`src/rtl/kbd_matrix_scanner.sv`:
```
`default_nettype none
// ============================================================================
// kbd_matrix_scanner
// Keypad matrix scanner: row strobes, per-key debounce, key-event FIFO.
// Optional build macro KBD_RELEASE_EVT_EN adds release events (evt_release).
// Revision: 1.0
// ============================================================================
module kbd_matrix_scanner #(
  parameter int ROWS       = 4,
  parameter int COLS       = 4,
  parameter int SCAN_DIV   = 8,
  parameter int DEBOUNCE   = 3,
  parameter int FIFO_DEPTH = 4,
  localparam int CW        = $clog2(ROWS * COLS)
) (
  input  logic                 clk,
  input  logic                 rst,
  input  logic [COLS-1:0]      col_n,
  output logic [ROWS-1:0]      row_n,
  output logic [ROWS*COLS-1:0] key_state,
  output logic                 any_key,
  output logic                 evt_valid,
  input  logic                 evt_ready,
  output logic [CW-1:0]        evt_code,
`ifdef KBD_RELEASE_EVT_EN
  output logic                 evt_release,
`endif
  output logic                 overflow,
  input  logic                 ovf_clr
);

  localparam int c_nk  = ROWS * COLS;
  localparam int c_rw  = $clog2(ROWS);
  localparam int c_clw = $clog2(COLS);
  localparam int c_dw  = $clog2(SCAN_DIV);
  localparam int c_aw  = $clog2(FIFO_DEPTH);
`ifdef KBD_RELEASE_EVT_EN
  localparam int c_ew  = CW + 1;
`else
  localparam int c_ew  = CW;
`endif

  // ---------------------------------------------------------------- sync/scan
  logic [COLS-1:0] r_col_s1, r_col_s2;
  logic [c_rw-1:0] r_row;
  logic [c_dw-1:0] r_div;
  logic [ROWS-1:0] r_row_n;
  logic            r_eval;
  logic            w_samp;
  logic            w_last;
  logic [c_rw-1:0] w_row_inc;

  assign w_samp    = (r_div == c_dw'(SCAN_DIV - 2));
  assign w_last    = (r_div == c_dw'(SCAN_DIV - 1));
  assign w_row_inc = r_row + c_rw'(1);

  always_ff @(posedge clk or posedge rst) begin
    if (rst) begin
      r_col_s1 <= '1;
      r_col_s2 <= '1;
      r_row    <= '0;
      r_div    <= '0;
      r_row_n  <= ~ROWS'(1);
      r_eval   <= 1'b0;
    end else begin
      r_col_s1 <= col_n;
      r_col_s2 <= r_col_s1;
      r_eval   <= w_samp;
      if (w_last) begin
        r_div <= '0;
        if (r_row == c_rw'(ROWS - 1)) begin
          r_row   <= '0;
          r_row_n <= ~ROWS'(1);
        end else begin
          r_row   <= w_row_inc;
          r_row_n <= ~(ROWS'(1) << w_row_inc);
        end
      end else begin
        r_div <= r_div + c_dw'(1);
      end
    end
  end

  assign row_n = r_row_n;

  // ---------------------------------------------------------------- debounce
  // Evaluation runs the cycle after the sample, while r_row still names the
  // sampled row (the row advances on that same edge).
  logic [c_nk-1:0] r_key, r_any_unused_guard;
  logic [c_nk-1:0] w_rise, w_fall, w_key_nxt;
  logic            r_any;

  for (genvar k = 0; k < c_nk; k++) begin : g_key
    localparam int c_kr = k / COLS;
    localparam int c_kc = k % COLS;
    logic                w_sel;
    logic [DEBOUNCE-1:0] r_hist;

    assign w_sel = (r_row == c_rw'(c_kr));

    if (DEBOUNCE == 1) begin : g_deb1
      always_ff @(posedge clk or posedge rst) begin
        if (rst)                 r_hist <= '0;
        else if (w_samp && w_sel) r_hist <= ~r_col_s2[c_kc];
      end
    end else begin : g_debn
      always_ff @(posedge clk or posedge rst) begin
        if (rst)                 r_hist <= '0;
        else if (w_samp && w_sel) r_hist <= {r_hist[DEBOUNCE-2:0], ~r_col_s2[c_kc]};
      end
    end

    assign w_rise[k] = r_eval && w_sel && (&r_hist) && !r_key[k];
    assign w_fall[k] = r_eval && w_sel && !(|r_hist) && r_key[k];
  end

  assign w_key_nxt = (r_key | w_rise) & ~w_fall;

  always_ff @(posedge clk or posedge rst) begin
    if (rst) begin
      r_key <= '0;
      r_any <= 1'b0;
    end else begin
      r_key <= w_key_nxt;
      r_any <= |w_key_nxt;
    end
  end

  assign r_any_unused_guard = '0;
  assign key_state = r_key | r_any_unused_guard;
  assign any_key   = r_any;

  // ---------------------------------------------------------------- events
  logic [COLS-1:0] w_rise_row, w_fall_row;
  logic [COLS-1:0] r_flip, r_pend;
  logic [c_rw-1:0] r_flip_row, r_pend_row;
  logic [c_clw-1:0] w_col;
  logic [CW-1:0]   w_code;
  logic [c_ew-1:0] w_entry;

  always_comb begin
    w_rise_row = '0;
    w_fall_row = '0;
    for (int r = 0; r < ROWS; r++) begin
      w_rise_row |= w_rise[r*COLS +: COLS];
      w_fall_row |= w_fall[r*COLS +: COLS];
    end
  end

`ifdef KBD_RELEASE_EVT_EN
  logic [COLS-1:0] r_flip_rel, r_pend_rel;
  always_ff @(posedge clk or posedge rst) begin
    if (rst) begin
      r_flip_rel <= '0;
      r_pend_rel <= '0;
    end else begin
      r_flip_rel <= w_fall_row;
      if (|r_flip) r_pend_rel <= r_flip_rel;
    end
  end
`endif

  // r_flip is non-zero only in the cycle after evaluation, and the previous
  // row's mask has drained by then, so OR-loading needs no arbitration.
  always_ff @(posedge clk or posedge rst) begin
    if (rst) begin
      r_flip     <= '0;
      r_flip_row <= '0;
      r_pend     <= '0;
      r_pend_row <= '0;
    end else begin
`ifdef KBD_RELEASE_EVT_EN
      r_flip     <= w_rise_row | w_fall_row;
`else
      r_flip     <= w_rise_row;
`endif
      r_flip_row <= r_row;
      r_pend     <= (r_pend & (r_pend - COLS'(1))) | r_flip;
      if (|r_flip) r_pend_row <= r_flip_row;
    end
  end

  always_comb begin
    w_col = '0;
    for (int c = COLS - 1; c >= 0; c--) begin
      if (r_pend[c]) w_col = c_clw'(c);
    end
  end

  assign w_code = CW'(r_pend_row) * CW'(COLS) + CW'(w_col);
`ifdef KBD_RELEASE_EVT_EN
  assign w_entry = {r_pend_rel[w_col], w_code};
`else
  assign w_entry = w_code;
`endif

  // ---------------------------------------------------------------- FIFO
  logic [c_ew-1:0] r_mem [FIFO_DEPTH];
  logic [c_aw:0]   r_wp, r_rp;
  logic            r_ovf;
  logic            w_empty, w_full, w_push, w_pop, w_wr, w_drop;
  logic [c_ew-1:0] w_head;

  assign w_empty = (r_wp == r_rp);
  assign w_full  = (r_wp[c_aw] != r_rp[c_aw]) && (r_wp[c_aw-1:0] == r_rp[c_aw-1:0]);
  assign w_push  = |r_pend;
  assign w_pop   = !w_empty && evt_ready;
  assign w_wr    = w_push && (!w_full || w_pop);
  assign w_drop  = w_push && w_full && !w_pop;

  always_ff @(posedge clk or posedge rst) begin
    if (rst) begin
      r_wp  <= '0;
      r_rp  <= '0;
      r_ovf <= 1'b0;
      for (int i = 0; i < FIFO_DEPTH; i++) r_mem[i] <= '0;
    end else begin
      if (w_wr) begin
        r_mem[r_wp[c_aw-1:0]] <= w_entry;
        r_wp <= r_wp + (c_aw + 1)'(1);
      end
      if (w_pop) r_rp <= r_rp + (c_aw + 1)'(1);
      if (w_drop)       r_ovf <= 1'b1;
      else if (ovf_clr) r_ovf <= 1'b0;
    end
  end

  assign w_head    = r_mem[r_rp[c_aw-1:0]];
  assign evt_valid = !w_empty;
  assign evt_code  = w_head[CW-1:0];
`ifdef KBD_RELEASE_EVT_EN
  assign evt_release = w_head[CW];
`endif
  assign overflow  = r_ovf;

endmodule
`default_nettype wire

```
`config.mk`:
```
export PLATFORM = sky130hd
export DESIGN_NAME = kbd_matrix_scanner
export DESIGN_NICKNAME = d
export VERILOG_FILES = /design/src/rtl/kbd_matrix_scanner.sv
export SDC_FILE = /design/constraint.sdc
export NUM_CORES = 1
export LEC_CHECK = 0
export ABC_AREA = 1
export BUFFER_PORTS_ARGS = -buffer_cell sky130_fd_sc_hd__clkbuf_2
export CORE_ASPECT_RATIO = 0.6
export CORE_MARGIN = 2
export CORE_UTILIZATION = 64
export CTS_CLUSTER_SIZE = 40
export DETAILED_ROUTE_END_ITERATION = 8
export PLACE_DENSITY = 0.84
export SLEW_MARGIN = 10
export SYNTH_ARGS = -nofsm -noshare
export SYNTH_HDL_FRONTEND = slang
export SYNTH_SLANG_ARGS = --single-unit
```
`constraint.sdc`:
```
create_clock -name clk -period 10.4 [get_ports clk]
set_input_delay 1.04 -clock clk [delete_from_list [all_inputs] [get_ports clk]]
set_output_delay 1.04 -clock clk [all_outputs]
set_load 0.05 [all_outputs]
```
==> results of run 1 <==
[kinds of logic (layout without fill, tap and decap cells)]
| family | Yosys count | in the layout | share of synthesized area [%] |
|---|---|---|---|
| compound gates | 68 | 68 | 7.118 |
| xor+xnor | 6 | 6 | 1.191 |
| fa+ha+maj | 12 | 12 | 2.976 |
| buf+inv | 60 | 114 | 4.861 |
| flops | 118 | 118 | 58.80 |
| mux | 9 | 9 | 2.009 |
| simple gates | 260 | 260 | 23.04 |
[cell type report]
| class | instances | area (um2) |
|---|---|---|
| Fill cell | 534 | 1817 |
| Clock inverter | 10 | 175.2 |
| Tap cell | 108 | 135.1 |
| Clock buffer | 22 | 474.2 |
| Sequential cell | 118 | 2967 |
| Timing Repair Buffer | 35 | 177.7 |
| Inverter | 47 | 178.9 |
| Multi-Input combinational cell | 355 | 1833 |
[power by group]
part	leakage [nW]	internal, W	switching (W)
combinational	1.21	0.00000470	0.0000121
clock	0.324	0.000442	0.000198
sequential	1.53	0.000468	0.00000683
[routing by layer]
layer  wire (um)  GRT usage, %
met1        5072         41.39
met2        5425         45.34
met3         949         7.969
met4         116         9.656
met5           0             0
[per-stage QoR]
| stage | hold slack (ns) | worst slack, ns | std cells |
|---|---|---|---|
| finish | 0.3544 | 7.344 | 695 |
| global route | 0.3588 | 7.259 | 695 |
| CTS | 0.3546 | 7.359 | 695 |
| detailed placement | 0.3468 | 7.822 | 663 |
| global placement | 0.3456 | 7.943 | 663 |
| floorplan | 0.3452 | 6.249 | 533 |
[state kept, by name, summed over array words and instances (netlist names), 2 cells and up]
name and count:
r_pend 4, r_mem 16, r_rp 3, r_row 2
r_col_s1 4, r_wp 3, r_flip 4, r_col_s2 4
r_flip_row 2, g_key.r_hist 48, row_n 4, key_state 16
r_pend_row 2, r_div 3
[worst reg2reg max path, stage by stage (launching register included)]
cell     delay (ns)
dfrtp_1        0.44
inv_1          0.12
ha_1           0.22
nand2_1        0.07
inv_1          0.25
nand3_1        0.17
nand2_1        0.11
nand2_1        0.07
nor2_1         0.09
nand2_1        0.05
nor2_1         0.11
nand2_1        0.06
[how the worst min path moves through the flow]
stage / endpoint / from
after floorplan: r_col_s2[0] / r_col_s1[0]
after global placement: r_col_s2[1] / r_col_s1[1]
after detailed placement: r_col_s2[0] / r_col_s1[0]
after CTS: r_col_s2[0] / r_col_s1[0]
after global routing: r_col_s2[3] / r_col_s1[3]
final: r_col_s2[3] / r_col_s1[3]
[synthesized netlist by cell type (7+ instances only)]
cell type,count
nor2_1,71
a21oi_1,16
mux2_2,9
nand4_1,30
dfstp_2,11
inv_1,46
clkbuf_1,7
nand3_1,19
ha_1,12
dfrtp_1,107
nand2_1,126
o21ai_0,43
==> flow_summary_export.csv, run 1 <==
group,metric,value,unit
power_and_ir_drop,peakVddDrop,202.3,uV
routing,vias_per_cell,5.768,
finish,drive_above_1_share,16.35,%
yosys,netlist-cell-type-count,26,
sta,tns,0,ns
global_routing,grt_pass1_wl,19.11,mm
cts,cts_setup_buffers,0,
critical_path,critPathLaunch,"r_rp[0]",
cts,clk_latency,0.41,ns
finish,layout.nets,594,
yosys,syn_area,0.005045,mm2
sta,fmax,327.2,MHz
yosys,synth_area_per_cell,9.465,um2
sta,maxSlewHeadroom,34.59,%
critical_path,crit_fanout,11,
sta,period_share,29.39,%
finish,utilization,76.58,%
critical_path,critPathSlowestCell,"dfrtp_1",
yosys,synth_seq_cells,118,
cts,cts_buffers,17,
sta,hold_viol,0,
routing,routedWlPerCell,16.64,um
cts,cts_tree,"yes",
placement,port-buffer-count,34,
die,initial_utilization,65.03,%
global_routing,grt_max_degree,79,
sta,slew_viol_final,0,
run,drv_cap,0,
finish,area_growth,17.76,%
cts,htreeDepth,4,
yosys,ys.flop_type,"dfrtp_1",
critical_path,r2r_cells,11,
hold_path,hp-class,"flip-flop to flip-flop",
power_and_ir_drop,leakage,3.060,nW
critical_path,cp_top_family,"flip-flops",
global_routing,antenna_found_initial,0,
cts,root_buffer,"clkbuf_16",
finish,mostFrequentLayoutCells,"nand2_1 (126), dfrtp_1 (107), nor2_1 (71)",
outcome,status,"complete, no violations",
global_routing,grt_pass1_vias,3856,
critical_path,cp.required,9.36,ns
yosys,yosys-top-cells-area,"dfrtp_1 (53%), nand2_1 (9.4%), dfstp_2 (5.7%)",
sta,worstMarginPinSlew,0.9787,ns
routing,dr.pass1.iters,8,
die,die_h,72.77,um
cts,ctsResizeCount,0,
yosys,async_flop_share,100.0,%
routing,drcViolationCount,0,
routing,routed-via-count,4009,
placement,place_area,0.005291,mm2
yosys,ys_seq_area_share,58.80,%
critical_path,path_class,"flip-flop to primary output",
die,rows,25,
die,coreArea,0.007757,mm2
sta,skew,0.01044,ns
finish,final_common_cell,"nand2_1",
routing,drt_iter0_markers,533,
global_routing,grtUsageTotal,29.38,%
critical_path,r2r_end,"any_key",
critical_path,timing.rr.start,"r_row[1]",
yosys,synth_warnings,0,
placement,dp_hpwl,7.340,mm
yosys,synth-edff-count,0,
critical_path,worst_setup_path_start_kind,"flip-flop",
yosys,synthDominantCellAreaShare,53.08,%
critical_path,crit_cells,4,
critical_path,r2r_slack,8.52,ns
finish,diodes,0,
cts,clk_pin_slew,0.05,ns
cts,cts.sinks,118,
critical_path,path_cells,"clkinv_1, o21ai_0, o22ai_1, clkbuf_2",
cts,cts_max_path_buffers,2,
sta,rsz0062_at_grt,"false",
yosys,netlist_instances,533,
critical_path,crit_end,"evt_code[2]",
cts,hold_buffers,0,
critical_path,crit_arrival,2.02,ns
global_routing,grt_overflow,0,
power_and_ir_drop,power,0.001131,W
yosys,syn_nets,553,
die,io_pins,35,
die,die_area,0.008632,mm2
yosys,synth_area_leader_cell,"dfrtp_1",
die,dieWidth,118.6,um
critical_path,cpPeakStageDelay,0.62,ns
routing,drt-total-wl,11.56,mm
sta,final-setup-viol-count,0,
critical_path,cp-end-kind,"primary output",
finish,final_area,0.005941,mm2
critical_path,cp_num_buf_inv,2,
sta,period_minus_slack,3.056,ns
power_and_ir_drop,powerDensity,190.4,mW/mm2
placement,place.gp.congestion,0.7904,
routing,ant_nets,0,
hold_path,hold_depth,0,
(Power assumes the default switching activity.)
==> run 2, diff against run 1 <==
--- a/config.mk
+++ b/config.mk
@@ -5,14 +5,14 @@
 export SDC_FILE = /design/constraint.sdc
 export NUM_CORES = 1
 export LEC_CHECK = 0
-export ABC_AREA = 1
+export ABC_AREA = 0
 export BUFFER_PORTS_ARGS = -buffer_cell sky130_fd_sc_hd__clkbuf_2
 export CORE_ASPECT_RATIO = 0.6
 export CORE_MARGIN = 2
-export CORE_UTILIZATION = 64
+export CORE_UTILIZATION = 60
 export CTS_CLUSTER_SIZE = 40
 export DETAILED_ROUTE_END_ITERATION = 8
-export PLACE_DENSITY = 0.84
+export PLACE_DENSITY = 0.79
 export SLEW_MARGIN = 10
 export SYNTH_ARGS = -nofsm -noshare
 export SYNTH_HDL_FRONTEND = slang
==> constraint.sdc (replaced) <==
create_clock -name clk -period 2.9 [get_ports clk]
set_input_delay 0.29 -clock clk [delete_from_list [all_inputs] [get_ports clk]]
set_output_delay 0.29 -clock clk [all_outputs]
set_load 0.05 [all_outputs]
==> flow_summary_export.csv, run 2 <==
group,metric,value,unit
critical_path,r2r_cells,4,
yosys,synth_most_common_cell,"dfrtp_1",
cts,cts_tree,"yes",
finish,instances_no_fill,552,
finish,mostFrequentLayoutCells,"dfrtp_1 (107), mux2_2 (47), nand2_1 (34), clkbuf_2 (34), o21ai_0 (23)",
power_and_ir_drop,peakVddDrop,545.2,uV
sta,worstMarginPinSlew,0.9525,ns
yosys,ys.flop_type,"dfrtp_1",
placement,dp_hpwl,7.557,mm
yosys,syn_area,0.005102,mm2
routing,met2_length,4.872,mm
routing,met3WireLength,914,um
critical_path,critPathSlowestCell,"dfrtp_1",
yosys,synth_area_per_cell,13.22,um2
outcome,status,"complete, but fails checks",
die,io_pins,35,
die,initial_utilization,63.22,%
routing,routed-via-count,3381,
cts,cts_max_path_buffers,2,
cts,root_buffer,"clkbuf_16",
critical_path,cp_top_family,"simple AND/OR/NAND/NOR gates",
yosys,synth_area_leader_cell,"dfrtp_1",
yosys,async_flop_share,100.0,%
sta,rsz0062_at_grt,"false",
sta,maxSlewHeadroom,36.50,%
critical_path,cpPeakStageDelay,0.97,ns
yosys,synth_seq_cells,118,
critical_path,crit_arrival,2.92,ns
critical_path,cp-end-kind,"flip-flop",
global_routing,antenna_found_initial,0,
sta,fin_ws,0.2586,ns
global_routing,grt_max_degree,82,
finish,largest_register_ffs,48,
cts,htreeDepth,4,
placement,dpl.cell_count,516,
finish,layout.nets,451,
global_routing,grt_overflow,0,
routing,wl_met1,5.308,mm
yosys,synthDominantCellAreaShare,52.48,%
sta,skew,0.004916,ns
die,die_h,75.43,um
sta,tns,0,ns
critical_path,crit_fanout,31,
critical_path,r2r_slack,0.26,ns
critical_path,critPathLaunch,"r_eval",
finish,utilization,74.03,%
power_and_ir_drop,leakage,2.942,nW
sta,hold_viol,17,
finish,final_common_cell,"dfrtp_1",
hold_path,hp-class,"input pin to asynchronous set/reset pin",
sta,period_minus_slack,2.641,ns
finish,drive_above_1_share,30.41,%
placement,pre_cts_ws,0.2913,ns
critical_path,crit_cells,4,
sta,final-setup-viol-count,0,
yosys,synthTopCellsByCount,"dfrtp_1 (107), mux2_2 (47), nand2_1 (34)",
yosys,yosys-top-cells-area,"dfrtp_1 (52%), mux2_2 (10%), dfstp_2 (5.7%)",
global_routing,grtUsageTotal,26.67,%
routing,drt_iter0_markers,423,
yosys,synth-edff-count,0,
finish,n_fill_cell,521,
critical_path,worst_setup_path_start_kind,"flip-flop",
critical_path,path_cells,"and4bb_1, o22ai_1, or4_1, or4_1",
critical_path,crit_end,"any_key",
cts,hold_buffers,4,
sta,fmax,378.6,MHz
power_and_ir_drop,powerDensity,637.4,mW/mm2
die,dieWidth,123.1,um
finish,area_growth,17.09,%
yosys,syn_nets,406,
routing,drt-total-wl,11.29,mm
routing,vias_per_cell,6.125,
yosys,synth_warnings,0,
finish,diodes,0,
cts,clk_latency,0.41,ns
global_routing,grt_pass1_vias,3354,
critical_path,cp.required,3.18,ns
routing,dr.pass1.iters,4,
critical_path,cp_num_buf_inv,0,
placement,port-buffer-count,34,
routing,ant_nets,0,
critical_path,worst_path_most_repeated_cell,"or4_1",
yosys,netlist-cell-type-count,44,
die,rows,25,
critical_path,timing.rr.start,"r_eval",
yosys,netlist_instances,386,
routing,top_layer_used,"met4",
outcome,violations,"negative hold slack",
placement,place.gp.congestion,0.8529,
sta,period_share,91.08,%
cts,cts.sinks,118,
cts,cts_buffers,17,
sta,slew_viol_final,0,
cts,clk_pin_slew,0.06,ns
routing,routedWlPerCell,20.45,um
cts,cts_setup_buffers,0,
critical_path,path_class,"flip-flop to flip-flop",
die,die_area,0.009282,mm2
run,drv_cap,0,
die,coreArea,0.008070,mm2
cts,ctsResizeCount,0,
routing,drcViolationCount,0,
sta,hold-worst-slack,-0.02492,ns
finish,top_register,"g_key.r_hist",
yosys,ys_seq_area_share,58.14,%
critical_path,r2r_end,"any_key",
global_routing,grt_pass1_wl,17.72,mm
==> run 2: layer usage <==
metal / GRT usage (%) / vias up
met2: 38.12 / 114
met3: 9.506 / 19
met5: 0 / -
met1: 37.92 / 1722
li1: - / 1526
met4: 10.35 / 0
==> run 2: worst min-delay path, stage by stage <==
cell and delay (ns):
clkbuf_2 0.10, clkinvlp_4 0.08, buf_12 0.33
==> run 2: kinds of logic (layout without fill, tap and decap cells) <==
group                      after synthesis  count (layout)  synth area share [%]
adders and majority gates               12              12                 2.943
xor gates and xnor gates                 7               7                 1.202
buffers and inverters                   37              95                 3.507
and+or+nand+nor                         88              88                 11.16
muxes                                   56              56                 13.14
AOI/OAI and AO/OA                       68              68                 9.907
DFF                                    118             118                 58.14
==> run 2: worst min-delay path by stage <==
stage	from	to	slack [ns]	depth (start not counted)
final	rst	g_key[8].r_hist[2]	-0.02	3
after floorplan	col_n[0]	r_col_s1[0]	0.29	0
after global routing	rst	g_key[8].r_hist[2]	0.03	3
after detailed placement	r_col_s1[0]	r_col_s2[0]	0.35	0
after global placement	r_col_s1[3]	r_col_s2[3]	0.35	0
after CTS	rst	row_n[0]	0.006	3
==> run 2: area by class of cell <==
type	count	area, um2	area share, %
multi-input combinational	231	1957	32.75
clock buffer	17	425.4	7.120
timing repair buffer	41	245.2	4.105
inverter	22	86.33	1.445
tap	108	135.1	2.262
clock inverter	15	158.9	2.660
sequential	118	2967	49.65
==> run 2: report_power, final <==
part | internal (W) | switching [W] | leakage (nW)
sequential | 0.00168 | 0.0000266 | 1.54
clock | 0.00126 | 0.000775 | 0.267
combinational | 0.0000228 | 0.0000442 | 1.14
==> run 2: metrics by stage <==
stage / hold slack (ns) / area (um2) / power (W)
after global placement: 0.3456 / 5350 / 0.001789
after detailed placement: 0.3468 / 5350 / 0.001793
final: -0.02492 / 5974 / 0.003808
after global routing: 0.02883 / 5974 / 0.003906
after CTS: 0.006059 / 5974 / 0.003831
after floorplan: 0.2945 / 5106 / 0.001760
==> run 3, diff against run 2 <==
--- a/config.mk
+++ b/config.mk
@@ -12,6 +12,7 @@
 export CORE_UTILIZATION = 60
 export CTS_CLUSTER_SIZE = 40
 export DETAILED_ROUTE_END_ITERATION = 8
+export MAX_ROUTING_LAYER = met4
 export PLACE_DENSITY = 0.79
 export SLEW_MARGIN = 10
 export SYNTH_ARGS = -nofsm -noshare
==> flow_summary_export.csv, run 3 (same netlist as run 2, synthesis figures left out) <==
group,metric,value,unit
power_and_ir_drop,seqPwrFrac,44.7,%
routing,ant_nets,0,
sta,skew,0.005388,ns
cts,cts_setup_buffers,0,
finish,top_register,"g_key.r_hist",
sta,hold_viol,18,
cts,root_buffer,"clkbuf_16",
finish,drive_above_1_share,30.41,%
power_and_ir_drop,power,0.003808,W
die,die_area,0.009282,mm2
power_and_ir_drop,leakage,2.942,nW
critical_path,timing.rr.start,"r_eval",
finish,n_fill_cell,521,
placement,dpl.cell_count,516,
finish,utilization,74.03,%
die,initial_utilization,63.22,%
finish,largest_register_ffs,48,
critical_path,cpPeakStageDelay,1.01,ns
die,dieWidth,123.1,um
routing,drt-total-wl,11.30,mm
critical_path,path_class,"flip-flop to flip-flop",
sta,final-setup-viol-count,0,
critical_path,crit_arrival,2.97,ns
power_and_ir_drop,p_int,0.002962,W
cts,clk_latency,0.41,ns
global_routing,grt_overflow,0,
power_and_ir_drop,p_sw_share,22.23,%
sta,hold-worst-slack,-0.02590,ns
critical_path,r2r_cells,4,
sta,period_minus_slack,2.694,ns
global_routing,grt_pass1_vias,3357,
global_routing,grt_pass1_wl,17.69,mm
power_and_ir_drop,clkPwrFrac,53.6,%
power_and_ir_drop,powerDensity,637.4,mW/mm2
sta,maxSlewHeadroom,32.76,%
sta,rsz0062_at_grt,"false",
sta,slew_viol_final,0,
die,coreArea,0.008070,mm2
outcome,violations,"negative hold slack",
sta,period_share,92.91,%
outcome,status,"complete, but fails checks",
power_and_ir_drop,power.net_switching,0.0008467,W
placement,dp_hpwl,7.557,mm
critical_path,path_cells,"and4bb_1, o22ai_1, or4_1, or4_1",
routing,drt_iter0_markers,394,
global_routing,grtUsageTotal,27.48,%
hold_path,hp-class,"input pin to asynchronous set/reset pin",
critical_path,r2r_end,"any_key",
routing,vias_per_cell,6.118,
power_and_ir_drop,comb_power_share,1.8,%
die,die_h,75.43,um
die,rows,25,
routing,routedWlPerCell,20.47,um
placement,port-buffer-count,34,
run,drv_cap,0,
finish,layout.nets,451,
die,io_pins,35,
sta,worstMarginPinSlew,1.009,ns
critical_path,critPathLaunch,"r_eval",
power_and_ir_drop,peakVddDrop,544.0,uV
sta,tns,0,ns
global_routing,grt_max_degree,82,
critical_path,worst_path_most_repeated_cell,"or4_1",
finish,diodes,0,
critical_path,worst_setup_path_start_kind,"flip-flop",
cts,cts.sinks,118,
cts,clk_pin_slew,0.06,ns
critical_path,crit_fanout,31,
finish,instances_no_fill,552,
finish,area_growth,17.09,%
finish,final_common_cell,"dfrtp_1",
global_routing,antenna_found_initial,0,
sta,fmax,371.1,MHz
critical_path,cp.required,3.18,ns
cts,cts_buffers,17,
critical_path,critPathSlowestCell,"dfrtp_1",
cts,cts_max_path_buffers,2,
placement,place.gp.congestion,0.8665,
critical_path,r2r_slack,0.21,ns
routing,routed-via-count,3377,
cts,htreeDepth,4,
cts,cts_tree,"yes",
routing,drcViolationCount,0,
routing,dr.pass1.iters,4,
critical_path,cp-end-kind,"flip-flop",
finish,mostFrequentLayoutCells,"dfrtp_1 (107), mux2_2 (47), nand2_1 (34), clkbuf_2 (34), o21ai_0 (23)",
==> run 3: metal layers <==
layer | track usage [%] | wire length (um)
met1 | 37.92 | 5265
met5 | - | 0
met2 | 38.24 | 4849
met4 | 10.35 | 189
met3 | 8.982 | 993
==> run 3: worst max-delay path: cells and delay by family (launching register included) <==
kind,cells,cell delay (ns)
simple gates,3,1.44
compound gates,1,0.11
flops,1,1.01
==> run 3: stage by stage <==
stage / setup WS (ns) / cell area, um2
6_report: 0.2056 / 5974
2_1_floorplan: 0.5581 / 5106
3_3_place_gp: 0.3670 / 5350
3_5_place_dp: 0.2913 / 5350
4_1_cts: 0.2877 / 5974
5_1_grt: 0.1025 / 5974
==> run 3: final cells by class <==
cell class	count	area [um2]	share of cell area, %
well taps	108	135.1	2.262
multi-input cells	231	1957	32.75
inverters	22	86.33	1.445
clock buffers	17	425.4	7.120
flip-flops and latches	118	2967	49.65
repair buffers	41	245.2	4.105
clock inverters	15	158.9	2.660
==> run 3: power by group through the flow <==
stage / Combinational [W] / Sequential [W] / Clock [W]
final: 0.0000669 / 0.00170 / 0.00204
after global routing: 0.0000776 / 0.00170 / 0.00212
after CTS: 0.0000692 / 0.00170 / 0.00206
after detailed placement: 0.0000644 / 0.00173 / 0
after global placement: 0.0000619 / 0.00173 / 0
after floorplan: 0.0000424 / 0.00172 / 0
==> run 3: repair_timing <==
item / in CTS / in global routing
hold buffers: 4 / 0
hold endpoints to repair: 4 / 0
gates resized for setup: 0 / 0
==> run 3: worst max path at each step <==
stage / end / slack, ns / cells after the start
6_report: any_key / 0.21 / 4
3_3_place_gp: any_key / 0.37 / 6
2_1_floorplan: any_key / 0.56 / 7
5_1_grt: any_key / 0.10 / 5
4_1_cts: any_key / 0.29 / 6
3_5_place_dp: any_key / 0.29 / 6
